===== src/rtl/seg7_scan_driver_pkg.sv =====
// Shared definitions for the 7-segment display blocks.
// Active-low segment patterns, seg[6:0] = {g,f,e,d,c,b,a}; a 0 bit lights a segment.
// Pure constants, no logic.
package seg7_scan_driver_pkg;

  localparam logic [6:0] SEG_0   = 7'h40;
  localparam logic [6:0] SEG_1   = 7'h79;
  localparam logic [6:0] SEG_2   = 7'h24;
  localparam logic [6:0] SEG_3   = 7'h30;
  localparam logic [6:0] SEG_4   = 7'h19;
  localparam logic [6:0] SEG_5   = 7'h12;
  localparam logic [6:0] SEG_6   = 7'h02;
  localparam logic [6:0] SEG_7   = 7'h78;
  localparam logic [6:0] SEG_8   = 7'h00;
  localparam logic [6:0] SEG_9   = 7'h10;
  localparam logic [6:0] SEG_A   = 7'h08;
  localparam logic [6:0] SEG_B   = 7'h03;
  localparam logic [6:0] SEG_C   = 7'h46;
  localparam logic [6:0] SEG_D   = 7'h21;
  localparam logic [6:0] SEG_E   = 7'h06;
  localparam logic [6:0] SEG_F   = 7'h0E;
  localparam logic [6:0] SEG_OFF = 7'h7F;

endpackage


===== src/rtl/seg7_scan_driver_hex_to_seg7.sv =====
// Hex nibble to active-low 7-segment pattern decoder.
// Latency: purely combinational.
// Backpressure: none.
module hex_to_seg7
  import seg7_scan_driver_pkg::*;
(
  input  logic [3:0] hex,
  output logic [6:0] seg_n
);

  // Map each nibble value to its glyph ('b' and 'd' in lower case).
  always_comb begin
    seg_n = SEG_OFF;
    unique case (hex)
      4'h0: seg_n = SEG_0;
      4'h1: seg_n = SEG_1;
      4'h2: seg_n = SEG_2;
      4'h3: seg_n = SEG_3;
      4'h4: seg_n = SEG_4;
      4'h5: seg_n = SEG_5;
      4'h6: seg_n = SEG_6;
      4'h7: seg_n = SEG_7;
      4'h8: seg_n = SEG_8;
      4'h9: seg_n = SEG_9;
      4'hA: seg_n = SEG_A;
      4'hB: seg_n = SEG_B;
      4'hC: seg_n = SEG_C;
      4'hD: seg_n = SEG_D;
      4'hE: seg_n = SEG_E;
      4'hF: seg_n = SEG_F;
      default: seg_n = SEG_OFF;
    endcase
  end

endmodule


===== src/rtl/seg7_scan_driver.sv =====
// Time-multiplexed common-anode hex display driver, one digit lit per scan slot.
// Latency: an/seg registered, 1 cycle behind the digit index / frame state.
// Backpressure: none; display is sampled once per frame and otherwise ignored.
module seg7_scan_driver
  import seg7_scan_driver_pkg::*;
#(
  parameter int CLK_HZ        = 100_000_000,
  parameter int SCAN_HZ       = 1000,
  parameter int DIGITS        = 8,
  parameter int BLANK_LEADING = 1
) (
  input  logic                  clk,
  input  logic                  rst,
  input  logic [4*DIGITS-1:0]   display,
  output logic [DIGITS-1:0]     an,
  output logic [6:0]            seg,
  output logic                  frame_start
);

  // DIV must be at least 2 so the prescaler has a non-zero width.
  localparam int DIV = CLK_HZ / SCAN_HZ;
  localparam int PW  = $clog2(DIV);
  localparam int IW  = (DIGITS > 1) ? $clog2(DIGITS) : 1;

  logic [PW-1:0]       presc_q, presc_d;
  logic [IW-1:0]       idx_q, idx_d;
  logic [4*DIGITS-1:0] frame_q, frame_d;
  logic [DIGITS-1:0]   an_q, an_d;
  logic [6:0]          seg_q, seg_d;
  logic                frame_start_q, frame_start_d;

  logic                tick;
  logic                last_digit;
  logic [3:0]          cur_nib;
  logic [6:0]          cur_glyph;
  logic [DIGITS-1:0]   blank_mask;
  logic                lead_zero;
  logic                cur_blank;

  // Prescaler, digit index and once-per-frame capture of the display value.
  always_comb begin
    tick          = (presc_q == PW'(DIV - 1));
    last_digit    = (idx_q == IW'(DIGITS - 1));
    presc_d       = tick ? '0 : presc_q + 1'b1;
    idx_d         = idx_q;
    frame_d       = frame_q;
    frame_start_d = 1'b0;
    if (tick) begin
      idx_d = last_digit ? '0 : idx_q + 1'b1;
      if (last_digit) begin
        frame_d       = display;
        frame_start_d = 1'b1;
      end
    end
  end

  // Leading-zero blank mask: digit i is blank when it and every digit above it are zero.
  // Digit 0 is never blanked so a zero value still shows a single '0'.
  always_comb begin
    lead_zero  = 1'b1;
    blank_mask = '0;
    for (int i = DIGITS - 1; i >= 0; i--) begin
      if (frame_q[4*i +: 4] != 4'h0) lead_zero = 1'b0;
      blank_mask[i] = (BLANK_LEADING != 0) && (i != 0) && lead_zero;
    end
  end

  // Select the nibble and blank flag of the digit currently being scanned.
  always_comb begin
    cur_nib   = 4'h0;
    cur_blank = 1'b0;
    for (int i = 0; i < DIGITS; i++) begin
      if (idx_q == IW'(i)) begin
        cur_nib   = frame_q[4*i +: 4];
        cur_blank = blank_mask[i];
      end
    end
  end

  hex_to_seg7 u_dec (
    .hex   (cur_nib),
    .seg_n (cur_glyph)
  );

  // Next anode/segment drive; a blank digit turns everything off.
  always_comb begin
    an_d  = ~(DIGITS'(1) << idx_q);
    seg_d = cur_glyph;
    if (cur_blank) begin
      an_d  = '1;
      seg_d = SEG_OFF;
    end
  end

  // State and output registers; reset restarts the scan at digit 0 with frame 0.
  always_ff @(posedge clk) begin
    if (rst) begin
      presc_q       <= '0;
      idx_q         <= '0;
      frame_q       <= '0;
      an_q          <= '1;
      seg_q         <= SEG_OFF;
      frame_start_q <= 1'b0;
    end else begin
      presc_q       <= presc_d;
      idx_q         <= idx_d;
      frame_q       <= frame_d;
      an_q          <= an_d;
      seg_q         <= seg_d;
      frame_start_q <= frame_start_d;
    end
  end

  assign an          = an_q;
  assign seg         = seg_q;
  assign frame_start = frame_start_q;

endmodule


===== config.mk =====
export PLATFORM = sky130hd
export DESIGN_NAME = seg7_scan_driver
export DESIGN_NICKNAME = d
export VERILOG_FILES = /design/src/rtl/seg7_scan_driver_pkg.sv /design/src/rtl/seg7_scan_driver_hex_to_seg7.sv /design/src/rtl/seg7_scan_driver.sv
export SDC_FILE = /design/constraint.sdc
export NUM_CORES = 1
export LEC_CHECK = 0
export CAP_MARGIN = 20
export CELL_PAD_IN_SITES_DETAIL_PLACEMENT = 1
export CELL_PAD_IN_SITES_GLOBAL_PLACEMENT = 1
export CORE_ASPECT_RATIO = 0.5
export CORE_UTILIZATION = 38
export DETAILED_ROUTE_END_ITERATION = 10
export PLACE_DENSITY = 0.8
export RECOVER_POWER = 100
export SYNTH_ARGS = -nofsm -noshare
export SYNTH_HDL_FRONTEND = slang
export SYNTH_SLANG_ARGS = --single-unit

===== constraint.sdc =====
create_clock -name clk -period 2.6 [get_ports clk]
set_input_delay 0.52 -clock clk [delete_from_list [all_inputs] [get_ports clk]]
set_output_delay 0.52 -clock clk [all_outputs]
set_load 0.1 [all_outputs]

==> results of run 1 <==
tightest hold or removal path, delay by kind of cell (launching register included):
family / cells / cell delay (ns)
simple gates: 1 / 0.06
flops: 1 / 0.31
compound gates: 1 / 0.05
routing by layer:
metal	vias to the layer above	global-route usage, %	share of wire, %
met5	-	0	0
met3	9	5.48	3.5
met4	0	6.25	0.95
met2	39	35.1	48
met1	1365	25.9	47
li1	1442	-	-
metrics by stage:
| step | TNS (ns) | hold WS (ns) | area (µm²) |
|---|---|---|---|
| final | 0 | 0.467 | 4040 |
| after global routing | -0.00679 | 0.479 | 4040 |
| after CTS | 0 | 0.469 | 4060 |
| after detailed placement | 0 | 0.460 | 3780 |
| after global placement | 0 | 0.430 | 3780 |
| after floorplan | 0 | 0.418 | 3180 |
Yosys cell counts (2+ instances only):
| library cell | number |
|---|---|
| xor2_1 | 8 |
| nand4_1 | 4 |
| nor3_1 | 2 |
| dfxtp_1 | 68 |
| o21ai_0 | 3 |
| nand3_1 | 17 |
| mux2i_1 | 2 |
| xnor2_1 | 7 |
| inv_1 | 13 |
| o211ai_1 | 2 |
| and2_1 | 3 |
| nor4_1 | 12 |
| o21a_1 | 2 |
| a21oi_2 | 2 |
| o21ai_1 | 5 |
| buf_6 | 2 |
| o22a_1 | 2 |
| a32oi_1 | 2 |
| buf_2 | 11 |
| ha_1 | 12 |
| clkbuf_1 | 9 |
| nand2b_1 | 4 |
| and4_1 | 2 |
| o22ai_1 | 2 |
| o221ai_1 | 3 |
| a21oi_4 | 2 |
| nand2_1 | 91 |
| a21oi_1 | 44 |
| and3_1 | 4 |
| nor2_1 | 30 |
report_power, final:
| group | switching (mW) | leakage (nW) | internal, mW |
|---|---|---|---|
| Combinational | 0.0774 | 0.694 | 0.0557 |
| Clock | 0.416 | 0.140 | 0.762 |
| Sequential | 0.00522 | 0.552 | 1.05 |
| Total | 0.499 | 1.39 | 1.87 |
kinds of logic (layout without fill, tap and decap cells):
| kind of cell | after synthesis | after routing | share of synthesized area, % |
|---|---|---|---|
| and+or+nand+nor | 175 | 175 | 24.7 |
| adders and majority gates | 12 | 12 | 4.73 |
| AOI/OAI and AO/OA | 82 | 82 | 17.7 |
| buffers and inverters | 37 | 94 | 5.28 |
| muxes | 2 | 2 | 0.630 |
| DFF | 68 | 68 | 42.9 |
| xor gates and xnor gates | 15 | 15 | 4.14 |
cell type report:
| cell class | instances | area [µm²] |
|---|---|---|
| multi-input combinational | 286 | 1670 |
| fill | 997 | 4020 |
| clock inverter | 2 | 35.0 |
| clock buffer | 13 | 250 |
| tap | 112 | 140 |
| sequential | 68 | 1360 |
| timing repair buffer | 65 | 526 |
| inverter | 14 | 52.6 |
state kept, by name, indices dropped and copies added, names as in the netlist:
signal	cells
idx_q	3
an	8
frame_start	1
seg	7
presc_q	17
frame_q	32
final timing paths:
kind,startpoint,endpoint,slack (ns)
min,frame_q[8],frame_q[8],0.47
max,idx_q[1],seg[0],0.14
min reg2reg,frame_q[8],frame_q[8],0.47
max reg2reg,idx_q[1],seg[0],0.14
what timing repair did:
action	CTS	global route
resized for setup	0	7
setup buffers	0	1
endpoints found under the setup margin	0	7
==> flow_summary.json, run 1 <==
{
  "cp_num_buf_inv": 2,
  "cts_buffers": 9,
  "cpLargestDelayFamily": "compound AO/OA/AOI/OAI gates",
  "cpMaxStageDelayCell": "dfxtp_1",
  "min_period_ns": 2.46,
  "drt_pre_antenna_iters": 4,
  "fp.dieW_um": 131,
  "final_layout_size_suffix_gt1_share_pct": 9.38,
  "yosysUniqueCellTypes": 51,
  "avgSynthCellArea_um2": 8.12,
  "htree_num_levels": 3,
  "pre_cts_slack_ns": 0.0452,
  "finalNetCount": 490,
  "slowest_delay_ns": 0.39,
  "worst-slew-pin-transition_ns": 1.18,
  "cts_sinks": 68,
  "gp_congestion": 0.858,
  "overflow": 0,
  "max-cap-violations": 0,
  "yosys_warnings": 0,
  "boundaryPins": 50,
  "wl_per_cell_um": 15.1,
  "final.setup_skew_ns": 0.00508,
  "port_buffers": 49,
  "rr_worst_depth": 9,
  "start_util_pct": 39.4,
  "synth_area_leader_cell": "dfxtp_1",
  "row_count": 23,
  "yosysSeqAreaShare_pct": 42.9,
  "syn_to_final_growth_pct": 27.1,
  "finalHoldViolCount": 0,
  "dpl.cell_count": 544,
  "status": "complete, no violations",
  "required_ns": 2.82,
  "crit_arrival_ns": 2.67,
  "clk_pin_slew_ns": 0.05,
  "hold_class": "reg -> reg",
  "clockBufferDepth": 2,
  "ant_nets": 0,
  "grt_pass1_wl_um": 14000,
  "die_h_um": 66.7,
  "drt-initial-drc-count": 206,
  "track_usage_pct": 20.6,
  "viasPerCell": 5.10,
  "instances_no_fill": 560,
  "cts_tree": "done",
  "cp-end-kind": "register",
  "final_common_cell": "nand2_1",
  "grt_max_degree": 26,
  "worst_slack_ns": 0.144,
  "place_hpwl_um": 6050,
  "worstPathCellList": "inv_1 > ha_4 > buf_4 > a2111oi_2 > o22ai_1 > a21oi_4 > or2b_1 > a21oi_1 > o21ai_2",
  "slew_headroom_pct": 21.8,
  "path_max_fanout": 15,
  "hold_depth": 2,
  "drv_slew": 0,
  "wirelength_um": 8450,
  "finalSetupViolCount": 0,
  "fp.dieArea_um2": 8750,
  "yosys-top-cells-area": "dfxtp_1, nand2_1, a21oi_1",
  "antenna_found_initial": 0,
  "peakVddDrop_uv": 284,
  "ys_seq_elements": 68,
  "post-route-util_pct": 50.1,
  "period_share_pct": 94.5,
  "p_leak_nw": 1.39,
  "startpoint_type": "register",
  "root_buffer": "clkbuf_16",
  "first_global_vias": 2836,
  "syn_inst": 391,
  "total_power_mw": 2.37,
  "antenna_cells": 0,
  "ctsHoldBuffers": 0,
  "syn-num-nets": 437,
  "synth_area_um2": 3180,
  "path_class": "reg -> reg",
  "drcViolationCount": 0,
  "synth_edf_count": 0,
  "max_freq_mhz": 407,
  "cp_num_cells": 9,
  "final_cell_mix": "nand2_1, dfxtp_1, a21oi_1",
  "synth_top_cell_area_share_pct": 42.9,
  "powerDensity_nw_per_um2": 587,
  "vias": 2855,
  "async_flop_share_pct": 0,
  "clock_insertion_delay_worst_skew_ns": 0.33,
  "coreArea_um2": 8060,
  "synthFlopType": "dfxtp_1"
}
Note: power is estimated with default switching activity, not from simulation.
==> run 2, diff against run 1 <==
Settings changed: CAP_MARGIN 20 to unset, CTS_CLUSTER_SIZE set to 12, MAX_ROUTING_LAYER set to met4.
==> flow_summary.json, run 2 (same netlist as run 1, synthesis figures left out) <==
{
  "cp-end-kind": "register",
  "max_freq_mhz": 407,
  "min_period_ns": 2.46,
  "track_usage_pct": 21.3,
  "wirelength_um": 8490,
  "drt_pre_antenna_iters": 4,
  "clk_pin_slew_ns": 0.05,
  "cts_tree": "done",
  "place_hpwl_um": 6050,
  "overflow": 0,
  "viasPerCell": 5.10,
  "period_share_pct": 94.5,
  "finalHoldViolCount": 0,
  "first_global_vias": 2830,
  "ctsHoldBuffers": 0,
  "drcViolationCount": 0,
  "path_max_fanout": 15,
  "boundaryPins": 50,
  "start_util_pct": 39.4,
  "vias": 2856,
  "final_area_um2": 4040,
  "drt-initial-drc-count": 191,
  "pre_cts_slack_ns": 0.0452,
  "status": "complete, no violations",
  "place_area_um2": 3780,
  "crit_path_end": "seg[0]",
  "instances_no_fill": 560,
  "coreArea_um2": 8060,
  "final_layout_size_suffix_gt1_share_pct": 9.38,
  "drv_slew": 0,
  "wl_per_cell_um": 15.2,
  "clockBufferDepth": 2,
  "cts_buffers": 9,
  "max-cap-violations": 0,
  "htree_num_levels": 3,
  "hold_class": "reg -> reg",
  "path_class": "reg -> reg",
  "clock_insertion_delay_worst_skew_ns": 0.33,
  "largest_reg_flops": 32,
  "worst_slack_ns": 0.143,
  "post-route-util_pct": 50.1,
  "final.setup_skew_ns": 0.00474,
  "critPathLaunch": "idx_q[1]",
  "powerDensity_nw_per_um2": 586,
  "fin_setup_tns_ns": 0,
  "whs_ns": 0.469,
  "gp_congestion": 0.871,
  "die_h_um": 66.7,
  "dpl.cell_count": 544,
  "top_register": "frame_q",
  "ant_nets": 0,
  "slew_headroom_pct": 21.8,
  "rr_worst_depth": 9,
  "grt_pass1_wl_um": 14000,
  "row_count": 23,
  "peakVddDrop_uv": 285,
  "final_common_cell": "nand2_1",
  "antenna_cells": 0,
  "required_ns": 2.82,
  "antenna_found_initial": 0,
  "syn_to_final_growth_pct": 27.1,
  "cts_sinks": 68,
  "port_buffers": 49,
  "crit_arrival_ns": 2.67,
  "p_leak_nw": 1.39,
  "final_cell_mix": "nand2_1, dfxtp_1, a21oi_1",
  "finalSetupViolCount": 0,
  "fp.dieArea_um2": 8750,
  "fp.dieW_um": 131,
  "total_power_mw": 2.37,
  "startpoint_type": "register",
  "r2r-end": "seg[0]",
  "root_buffer": "clkbuf_16",
  "worst-slew-pin-transition_ns": 1.18,
  "grt_max_degree": 26,
  "r2r_setup_slack_ns": 0.14,
  "timing.rr.start": "idx_q[1]",
  "finalNetCount": 490
}
## run 2: cell counts in the layout (fill, tap and decap cells not counted)
Identical to the previous run, type by type.
## run 2: layout make-up
cell class | count | area, µm²
multi-input cells | 286 | 1670
fillers | 997 | 4020
clock buffers | 13 | 250
well taps | 112 | 140
flip-flops and latches | 68 | 1360
repair buffers | 65 | 526
clock inverters | 2 | 35.0
inverters | 14 | 52.6
## run 2: where the power goes
| part | leakage (nW) | internal (mW) | switching, mW |
|---|---|---|---|
| sequential | 0.552 | 1.05 | 0.00523 |
| clock | 0.140 | 0.761 | 0.414 |
| combinational | 0.695 | 0.0557 | 0.0775 |
## run 2: critical path: stages, from the launching register on
cell,delay (ns)
dfxtp_1,0.39
inv_1,0.14
ha_4,0.24
buf_4,0.17
a2111oi_2,0.35
o22ai_1,0.17
a21oi_4,0.29
or2b_1,0.33
a21oi_1,0.19
o21ai_2,0.06
## run 2: worst min-delay path by stage
stage                     startpoint    endpoint  depth (start not counted)
after floorplan           presc_q[0]  presc_q[0]                          1
after global placement    presc_q[0]  presc_q[0]                          1
after detailed placement  frame_q[1]  frame_q[1]                          2
after CTS                 frame_q[8]  frame_q[8]                          2
after global routing      frame_q[1]  frame_q[1]                          2
final                     frame_q[8]  frame_q[8]                          2
## run 2: timing repair
item                       CTS  global route
hold endpoints to repair     0             0
setup endpoints to repair    0             7
setup buffers                0             1
resized for setup            0             7
## run 2: routing by layer
layer | vias up | part of all wire, % | global-route usage (%) | wire length, µm
met3 | 10 | 3.2 | 6.16 | 273
met4 | 0 | 0.94 | 5.38 | 80
met1 | 1371 | 48 | 25.9 | 4080
met5 | - | 0 | - | 0
met2 | 36 | 48 | 35.2 | 4050
li1 | 1439 | - | - | -
==> RTL edit (flow settings as in run 2) <==
Change the parameter `CLK_HZ` from 100_000_000 to 200_000_000.
--- a/src/rtl/seg7_scan_driver.sv
+++ b/src/rtl/seg7_scan_driver.sv
@@ -4,7 +4,7 @@
 module seg7_scan_driver
   import seg7_scan_driver_pkg::*;
 #(
-  parameter int CLK_HZ        = 100_000_000,
+  parameter int CLK_HZ        = 200_000_000,
   parameter int SCAN_HZ       = 1000,
   parameter int DIGITS        = 8,
   parameter int BLANK_LEADING = 1
Check against the original RTL: same outputs for any inputs over 10 cycles, from zero or initial values and one cycle with rst high; that may be too few to reach the edited logic, so the function may still have changed.
==> RTL edit against run 2 <==
  * Global-route usage fell by 0.63 points
  * Cell area is 0.81% higher
  * Synthesized cell count is 1.5% lower
  * Worst setup slack improved by 2.2 ps
  * Wire length is 0.41% lower
  * Total power increased by 0.40%
  * Area after synthesis up 6.8%
  * Sequential cell count rose by 1
==> RTL edit: results (changes against run 2) <==
Clock network
  • Root Buffer Master: clkbuf_16
  • CTS max path bufs: 2 (unchanged)
  • Skew-Pair Late Insertion Delay: 330 ps (about the same)
  • Cts bufs inserted: 9 (unchanged)

Power
  • Pleak: 1.42 nW (+2.2%)
  • Peak supply drop: 0.000318 V (+11%)

Placement
  • Pre-CTS setup slack: 32.7 ps (-12.4 ps)
  • Port Buffer Count: 49 (unchanged)
  • Final HPWL DP: 6090 um (+0.72%)
  • Final RePlAce weighted congestion: 0.852 (-2.2%)

Synth
  • Post-synth top cells: 69 x dfxtp_1, 59 x nand2_1, 31 x a21oi_2
  • Top_reg_cell synth: dfxtp_1
  • Post-synthesis cell type count: 48 (-5.9%)
  • Yosys warns: 0 (unchanged)
  • Sequential area share after synthesis: 40.7% (-2.1 points)
  • Synth Net Count: 431 (-1.4%)
  • Area contributors post-synth: dfxtp_1 41%, a21oi_2 8.0%, nand2_1 6.5%
  • Async set-reset flop share out of synthesis: 0% (unchanged)

Global routing
  • GRT Total Usage: 20.7% (-0.63 points)
  • Largest net degree at the start of global routing: 33 (+27%)
  • First-pass GRT wire length: 14,000 um (-0.44%)
  • Initial antenna violation count: 0 (unchanged)
  • Vias in the first global route: 2,782 (-1.7%)

Routing
  • Number of detailed-route iterations in the first pass: 4 (unchanged)
  • DRC Markers: 0 (unchanged)
  • 1st-iter DRT viols: 148 (-23%)
  • Via density: 5.16 (+1.2%)
  • Drt wl/cell: 15.3 um (+1.2%)

Run status
  • Status: completed

STA
  • Worst Tran Pin Value: 1380 ps (+207 ps)
  • Worst Skew: 5.59 ps (+0.848 ps)
  • Fmax: 407 MHz (about the same)

Setup path
  • CP max FO: 9 (-6)
  • Reg2Reg Launch Point: idx_q[0]
  • Worst EP arrival: 2660 ps (about the same)
  • Crit path launch type: register

Final layout
  • Share of layout cells above drive strength 1: 16.2% (+6.8 points)
  • ANT cells: 0 (unchanged)
  • Final nets: 481 (-1.8%)
  • Max FFs per register: 32 (unchanged)

Min path
  • Min-delay worst type: reg -> reg
  • Min-delay src: presc_q[0]
[RTL edit: cell count changes after synthesis, sizes merged, moves of 3 or more]
cell   before  now
nor3        2    5
nor4       12    7
a21oi      48   39
a31oi       1    4
mux2i       2    6
inv        14    9
[RTL edit: cell families after synthesis]
group / synth area share (%)
simple gates: 24.8
compound gates: 17.5
flops: 40.7
buf+inv: 6.31
xor+xnor: 4.13
fa+ha+maj: 4.42
mux: 2.10
[RTL edit: through the flow]
| stage | instances | total power, mW | cell area, um2 | hold WS, ps |
|---|---|---|---|---|
| after floorplan | 385 | 1.17 | 3390 | 426 |
| after global placement | 536 | 1.24 | 3920 | 441 |
| after detailed placement | 536 | 1.24 | 3920 | 452 |
| after CTS | 551 | 2.42 | 4200 | 463 |
| after global routing | 551 | 2.47 | 4070 | 475 |
| final | 551 | 2.38 | 4070 | 459 |
[RTL edit: timing repair]
action | CTS | global route
gates resized for setup | 0 | 9
hold buffers | 0 | 0
endpoints found under the setup margin | 0 | 7
hold endpoints to repair | 0 | 0
[RTL edit: final cells by class]
class / instances / area [um2]
Inverter: 9 / 33.8
Timing Repair Buffer: 63 / 497
Fill cell: 992 / 4250
Clock buffer: 10 / 229
Clock inverter: 5 / 52.6
Tap cell: 112 / 140
Sequential cell: 69 / 1380
Multi-Input combinational cell: 283 / 1730
[RTL edit: report_power, final]
group | internal (mW) | switching (mW) | leakage [nW]
Sequential | 1.07 | 0.00493 | 0.560
Combinational | 0.0534 | 0.0800 | 0.718
Clock | 0.731 | 0.439 | 0.138
Total | 1.85 | 0.524 | 1.42
[RTL edit: critical path, stage by stage, from the launching register on]
cell,delay [ps]
dfxtp_2,360
inv_1,70
ha_1,210
buf_2,180
o21ai_0,160
a32o_1,150
o21ai_0,80
a32o_1,210
mux2_4,310
ha_1,260
mux2i_1,140
o21a_1,110
o21ai_0,70
[RTL edit: per-layer routing]
layer	track usage, %	wire length, um	up-vias	share of wire, %
met5	-	0	-	0
met4	6.46	54	0	0.64
met3	6.43	429	6	5.1
met2	33.5	3830	64	45
met1	24.8	4140	1359	49
li1	-	-	1416	-
[RTL edit: worst paths after layout]
check / endpoint / cells past startpoint
max: seg[5] / 12
min: presc_q[0] / 1
max reg2reg: seg[5] / 12
min reg2reg: presc_q[0] / 1
